File: src/rtl/tinyalu_cmd_master.sv
// -----------------------------------------------------------------------------
// tinyalu_cmd_master
// Command master sitting between a valid/ready command stream and a TinyALU
// style start/done core. One command at a time: it is accepted in IDLE,
// issued to the ALU (or short-circuited for no_op / illegal opcodes), and the
// result is presented on a valid/ready response port.
//
// Optional feature macro: TINYALU_MASTER_TIMEOUT_EN
//   When defined, an ISSUE cycle counter aborts a command that has waited
//   TIMEOUT_CYCLES start-high cycles without done, answering with rsp_err=1.
//
// Ports
//   clk, reset_n                 clock, synchronous active-low reset
//   cmd_valid/cmd_ready          command handshake
//   cmd_op, cmd_a, cmd_b         command opcode and operands
//   rsp_valid/rsp_ready          response handshake
//   rsp_result, rsp_op, rsp_err  captured result, completed opcode, error flag
//   A, B, op, start              ALU operand/opcode/start (all registered)
//   done, result                 ALU completion and result
// -----------------------------------------------------------------------------
module tinyalu_cmd_master #(
   parameter int TIMEOUT_CYCLES = 16
) (
   input  logic        clk,
   input  logic        reset_n,
   input  logic        cmd_valid,
   output logic        cmd_ready,
   input  logic [2:0]  cmd_op,
   input  logic [7:0]  cmd_a,
   input  logic [7:0]  cmd_b,
   output logic        rsp_valid,
   input  logic        rsp_ready,
   output logic [15:0] rsp_result,
   output logic [2:0]  rsp_op,
   output logic        rsp_err,
   output logic [7:0]  A,
   output logic [7:0]  B,
   output logic [2:0]  op,
   output logic        start,
   input  logic        done,
   input  logic [15:0] result
);

   typedef enum logic [1:0] {IDLE, ISSUE, NOP, RESP} state_t;

   state_t      state, state_d;
   logic        cmd_ready_d, start_d, rsp_valid_d, rsp_err_d;
   logic [7:0]  a_d, b_d;
   logic [2:0]  op_d, rsp_op_d;
   logic [15:0] rsp_result_d;

`ifdef TINYALU_MASTER_TIMEOUT_EN
   localparam int CW = $clog2(TIMEOUT_CYCLES + 1);
   logic [CW-1:0] tmo_cnt, tmo_cnt_d;
`endif

   // Next-state and next-output logic. Every output is a flop; this block only
   // computes what each flop loads on the coming edge.
   always_comb begin
      // NOTE: every signal gets a hold default first so no path leaves one
      // unassigned, which would otherwise infer a latch.
      state_d      = state;
      start_d      = start;
      a_d          = A;
      b_d          = B;
      op_d         = op;
      rsp_valid_d  = rsp_valid;
      rsp_result_d = rsp_result;
      rsp_op_d     = rsp_op;
      rsp_err_d    = rsp_err;
`ifdef TINYALU_MASTER_TIMEOUT_EN
      tmo_cnt_d    = tmo_cnt;
`endif

      unique case (state)
         IDLE: begin
            if (cmd_valid && cmd_ready) begin
               rsp_op_d = cmd_op;
               unique case (cmd_op)
                  3'b000: state_d = NOP;
                  3'b001, 3'b010, 3'b011, 3'b100: begin
                     // Only legal ALU ops touch A/B/op; otherwise they hold.
                     a_d     = cmd_a;
                     b_d     = cmd_b;
                     op_d    = cmd_op;
                     start_d = 1'b1;
                     state_d = ISSUE;
`ifdef TINYALU_MASTER_TIMEOUT_EN
                     tmo_cnt_d = '0;
`endif
                  end
                  default: begin
                     rsp_valid_d  = 1'b1;
                     rsp_result_d = '0;
                     rsp_err_d    = 1'b1;
                     state_d      = RESP;
                  end
               endcase
            end
         end

         NOP: begin
            rsp_valid_d  = 1'b1;
            rsp_result_d = '0;
            rsp_err_d    = 1'b0;
            state_d      = RESP;
         end

         ISSUE: begin
            // done wins over a timeout that would expire on the same edge.
            if (done) begin
               rsp_result_d = result;
               start_d      = 1'b0;
               rsp_valid_d  = 1'b1;
               rsp_err_d    = 1'b0;
               state_d      = RESP;
            end
`ifdef TINYALU_MASTER_TIMEOUT_EN
            else if (tmo_cnt == CW'(TIMEOUT_CYCLES - 1)) begin
               rsp_result_d = '0;
               start_d      = 1'b0;
               rsp_valid_d  = 1'b1;
               rsp_err_d    = 1'b1;
               state_d      = RESP;
            end else begin
               tmo_cnt_d = tmo_cnt + CW'(1);
            end
`endif
         end

         RESP: begin
            // Leaving RESP takes at least one cycle, which keeps start low
            // between consecutive ALU commands.
            if (rsp_ready) begin
               rsp_valid_d = 1'b0;
               state_d     = IDLE;
            end
         end

         default: state_d = IDLE;
      endcase

      cmd_ready_d = (state_d == IDLE);
   end

   // NOTE: sequential state uses non-blocking assignments so every flop
   // samples the pre-edge values of the others.
   always_ff @(posedge clk) begin
      if (!reset_n) begin
         state      <= IDLE;
         cmd_ready  <= 1'b0;
         start      <= 1'b0;
         A          <= '0;
         B          <= '0;
         op         <= '0;
         rsp_valid  <= 1'b0;
         rsp_result <= '0;
         rsp_op     <= '0;
         rsp_err    <= 1'b0;
`ifdef TINYALU_MASTER_TIMEOUT_EN
         tmo_cnt    <= '0;
`endif
      end else begin
         state      <= state_d;
         cmd_ready  <= cmd_ready_d;
         start      <= start_d;
         A          <= a_d;
         B          <= b_d;
         op         <= op_d;
         rsp_valid  <= rsp_valid_d;
         rsp_result <= rsp_result_d;
         rsp_op     <= rsp_op_d;
         rsp_err    <= rsp_err_d;
`ifdef TINYALU_MASTER_TIMEOUT_EN
         tmo_cnt    <= tmo_cnt_d;
`endif
      end
   end

endmodule

File: config.mk
export PLATFORM = sky130hd
export DESIGN_NAME = tinyalu_cmd_master
export DESIGN_NICKNAME = d
export VERILOG_FILES = /design/src/rtl/tinyalu_cmd_master.sv
export SDC_FILE = /design/constraint.sdc
export NUM_CORES = 1
export LEC_CHECK = 0
export CAP_MARGIN = 0
export CELL_PAD_IN_SITES_DETAIL_PLACEMENT = 1
export CELL_PAD_IN_SITES_GLOBAL_PLACEMENT = 2
export CORE_MARGIN = 3
export CORE_UTILIZATION = 24
export DETAILED_ROUTE_END_ITERATION = 10
export HOLD_SLACK_MARGIN = 0.03
export MAX_ROUTING_LAYER = met4
export PLACE_DENSITY = 0.92
export SYNTH_ARGS = -nofsm -noshare
export SYNTH_HDL_FRONTEND = slang
export SYNTH_SLANG_ARGS = --single-unit
export TNS_END_PERCENT = 100
File: constraint.sdc
create_clock -name clk -period 3.6 [get_ports clk]
set_clock_uncertainty 0.2 [all_clocks]
set_input_delay 0.72 -clock clk [delete_from_list [all_inputs] [get_ports clk]]
set_output_delay 0.72 -clock clk [all_outputs]
set_load 0.05 [all_outputs]
; ---- After elaboration in Yosys (flattened, before gate mapping)
; Index checks and enable logic that the tools add are counted.
; W data, S select, Z words.
[totals]
reg_bits = 44
input_bits = 40
[op_classes]
muxes = 19
reduce_logical = 13
n_eq_ne = 12
[op_table]
columns = op, count
row1 = $mux W16, 3
row2 = $pmux W16 S3, 1
row3 = $reduce_and A4 Y1, 3
row4 = $ne A2 B2 Y1 const B, 4
row5 = $pmux W2 S4, 1
row6 = $mux W1, 7
row7 = $eq A3 B2 Y1 const B, 2
row8 = $mux W2, 3
row9 = $reduce_or A5 Y1, 1
row10 = $eq A2 B2 Y1 const B, 2
row11 = $logic_not A2 Y1, 2
row12 = $pmux W1 S4, 1
row13 = $pmux W2 S2, 1
row14 = $reduce_or A4 Y1, 1
row15 = $eq A3 B1 Y1 const B, 1
row16 = $eq A3 B3 Y1 const B, 1
row17 = $logic_not A3 Y1, 1
row18 = $pmux W1 S3, 1
row19 = $reduce_and A3 Y1, 1
row20 = $reduce_bool A3 Y1, 1
row21 = $eq A2 B1 Y1 const B, 1
row22 = $ne A2 B1 Y1 const B, 1
row23 = $pmux W1 S2, 1
row24 = $reduce_and A2 Y1, 1
row25 = other kinds (2), 2

; ---- Logic depth before layout (Yosys ltp)
[depth]
depth_word = 6
ltp_mapped = 9

; ---- Worst setup path before layout
; No wires, ideal clock.
[synth_path]
path_kind = register -> register
startpoint = register state[1]
endpoint = register rsp_result[0]
stages_incl_launch_ff = 9
arrival_ns = 1.828
period_less_slack_ns = 2.099
setup_slack_ns = 1.501
n_path_buf = 2
cell_sequence = dfxtp_1 > inv_1 > ha_1 > buf_6 > nor2b_2 > a2111oi_4 > buf_6 > nand3_1 > a21oi_1
[synth_between]
elab_chain_len = 3
elab_cells_between_ends = 9
cone_classes = 5 x eq/ne / 1 x mux / 3 x reduce/logical
[synth_rtl]
columns = element, line_no
row1 = from (decl), 46  ; state_t state, state_d;
row2 = from (signal assigned), 164  ; state <= state_d;
row3 = "$eq A2 B1 Y1, or another cell as far along", 75  ; unique case (state)
row4 = $ne A2 B2 Y1 (no source line) / $reduce_bool A3 Y1 (equally long branches), --
row5 = $reduce_and A4 Y1 (no source line), --
row6 = to (signal assigned), 171  ; rsp_result <= rsp_result_d;
row7 = to (decl), 33  ; output logic [15:0] rsp_result,
; Several ways; a longest one is shown, not always the timed one.
; A chain may end at the register's enable or synchronous reset.

; ---- Final worst setup path
[layout_path]
startpoint = register state[1]
endpoint = register rsp_result[10]
; Same word-level chain as after synthesis.

==> results by group <==
Run status
  – Outcome: completed

Layout
  – Fin area: 2820 sq um
  – Most frequent cells in the layout: clkdlybuf4s50_1, nand2_1, dfxtp_1, a21oi_1, nand3_1
  – Share of cells above drive strength 1: 0.0470
  – Layout area overhead: 55.1%
  – Layout Utilization: 0.386
  – Antenna cells: 0
  – Number of non-filler instances in the completed layout: 397
  – FILL cells: 892
  – Final net count: 343
  – Commonest non-fill, non-tap cell in the layout: clkdlybuf4s50_1

Synthesis
  – Syn nets: 265
  – Seq cells post-synth: 44
  – Synth Flop Type: dfxtp_1
  – YS warnings: 0
  – Mapped Avg Cell Area: 8.29 sq um
  – Cells after synthesis: 219
  – Distinct cells, synth: 34
  – Post-synthesis sequential area ratio: 0.485
  – Number of synthesized flops with an enable pin: 0
  – Synth Cell Area: 1820 sq um
  – FFs w/ async S/R, synth: 0

Critical path
  – Required time worst endpoint: 3620 ps
  – Startpoint class of the critical path: flop
  – CP max FO: 19
  – Crit path DAT: 2620 ps
  – CP max-delay cell: ha_1
  – Largest delay share family, worst path: compound AO/OA/AOI/OAI gates
  – Buffers and inverters on the worst path: 1
  – Crit end category: flop
  – Crit-path cells: inv_1 -> ha_1 -> nor2b_2 -> a2111o_1 -> nand2_1 -> a21oi_1
  – CP max stage delay: 610 ps
  – Critical path class: flop to flop

Clock tree
  – H-tree depth: 2
  – Clock slew at reported path FFs: 80 ps
  – Clock latency at the later pin of the worst-skew pair: 280 ps
  – CTS tree: done
  – CTS Buffer Depth: 2
  – Total clock sinks: 44
  – Post-cts sizing count: 0
  – Root Driver: clkbuf_8
  – Post-CTS Setup Repair Bufs: 0
  – TritonCTS buffer count: 5
  – Hold_buf cts: 0

Die
  – Core Footprint: 7290 sq um
  – Effective utilization at floorplan: 0.249
  – Ports: 82
  – Die W: 93.0 um
  – Row count: 31
  – Die area: 8640 sq um
  – Die Y: 93.0 um

Power
  – Leak: 0.940 nW
  – Total power: 1.65 mW
  – Maximum vdd drop: 0.288 mV
  – Pwr dens: 585 nW/um^2

Flow run
  – Max Cap Viol: 0

Detailed routing
  – Via count: 1800
  – DR iter-0 viols: 54
  – DRC errors left: 0
  – Final wirelength: 5260 um
  – DRT Pass-1 Iters: 3
  – Number of vias per cell: 4.53
  – WL/cell: 13.2 um
  – Antenna Nets Post-Route: 0

STA
  – Max frequency: 383 MHz
  – Crit share post-route: 0.725
  – Final worst slack: 991 ps
  – Hold_ws: 252 ps
  – Final Slew Violations: 0
  – Setup TNS: 0 ps
  – Setup violators final: 0
  – Fin. Hold Viols: 0
  – RSZ-0062 raised after global routing: false
  – Worst Tran Pin Value: 679 ps
  – Rel. slew slack: 0.547
  – Minimum clock period: 2610 ps

Min path
  – Hold crit path type: flop to flop

Global route
  – Initial antenna violation count: 0
  – Vias in the first global route: 1798
  – GRT Total Usage: 0.123
  – Largest net degree at the start of global routing: 26
  – Total global routing overflow: 0
  – First-pass GRT wire length: 8500 um

Place
  – Dpl cell area: 2690 sq um
  – Dpl cells: 389
  – DP Worst Slack: 713 ps
  – Dpl hpwl: 3960 um
  – Port Buffers: 81
  – Final GP Congestion: 0.752
## cells by family after synthesis
kind of cell,count (synthesis),share of synthesized area
fa+ha+maj,6,0.0413
compound gates,59,0.196
flops,44,0.485
buf+inv,15,0.0455
simple gates,95,0.232
## cell usage after synthesis (2+ instances only)
cell,number,area (sq um)
a211oi_1,2,15.0
a21oi_1,41,205
and2_1,2,12.5
and3_1,3,18.8
buf_2,3,15.0
buf_4,2,15.0
buf_6,2,22.5
clkbuf_1,4,15.0
dfxtp_1,44,881
ha_1,6,75.1
inv_1,3,11.3
nand2_1,61,229
nand2b_1,2,12.5
nand3_1,17,85.1
nor2_1,2,7.51
o21ai_0,5,25.0
or3_1,3,18.8
## worst register-to-register path, delay by kind of cell, from the launching register on
family	cells	cell delay, ps
compound gates	2	670
fa+ha+maj	1	620
buf+inv	1	150
flops	1	380
simple gates	2	530
## final cells by class
type                       instances  area, sq um  area share
clock buffer                       6         82.6      0.0293
tap                               99          124      0.0440
clock inverter                     2         38.8      0.0138
multi-input combinational        160          852       0.303
sequential                        44          881       0.313
inverter                           3         11.3     0.00400
timing repair buffer              83          826       0.293
## sequential cells by signal, indices dropped and copies added (netlist names)
| name | cells |
|---|---|
| rsp_op | 3 |
| op | 3 |
| B | 8 |
| rsp_err | 1 |
| rsp_result | 16 |
| A | 8 |
| state | 2 |
| rsp_valid | 1 |
| start | 1 |
| cmd_ready | 1 |
## final timing paths
check	startpoint	endpoint	slack, ps	depth (start not counted)
max reg2reg	state[1]$_SDFF_PN0_	rsp_result[10]$_SDFFE_PN0P_	990	6
min reg2reg	rsp_result[1]$_SDFFE_PN0P_	rsp_result[1]$_SDFFE_PN0P_	250	2
max	state[1]$_SDFF_PN0_	rsp_result[10]$_SDFFE_PN0P_	990	6
min	rsp_result[1]$_SDFFE_PN0P_	rsp_result[1]$_SDFFE_PN0P_	250	2
## where the power goes
| group | leakage (nW) | switching (mW) | internal [mW] |
|---|---|---|---|
| clock network | 0.0614 | 0.167 | 0.227 |
| logic | 0.522 | 0.432 | 0.231 |
| registers | 0.356 | 0.0443 | 0.545 |
| total | 0.940 | 0.643 | 1.00 |
## routing by layer
| layer | wire, um | global-route usage | up-vias |
|---|---|---|---|
| li1 | - | - | 901 |
| met4 | 0 | 0.0256 | 0 |
| met5 | 0 | - | - |
| met1 | 2500 | 0.160 | 853 |
| met2 | 2540 | 0.200 | 46 |
| met3 | 221 | 0.0257 | 0 |
No activity file was read; power rests on OpenSTA's default activity.
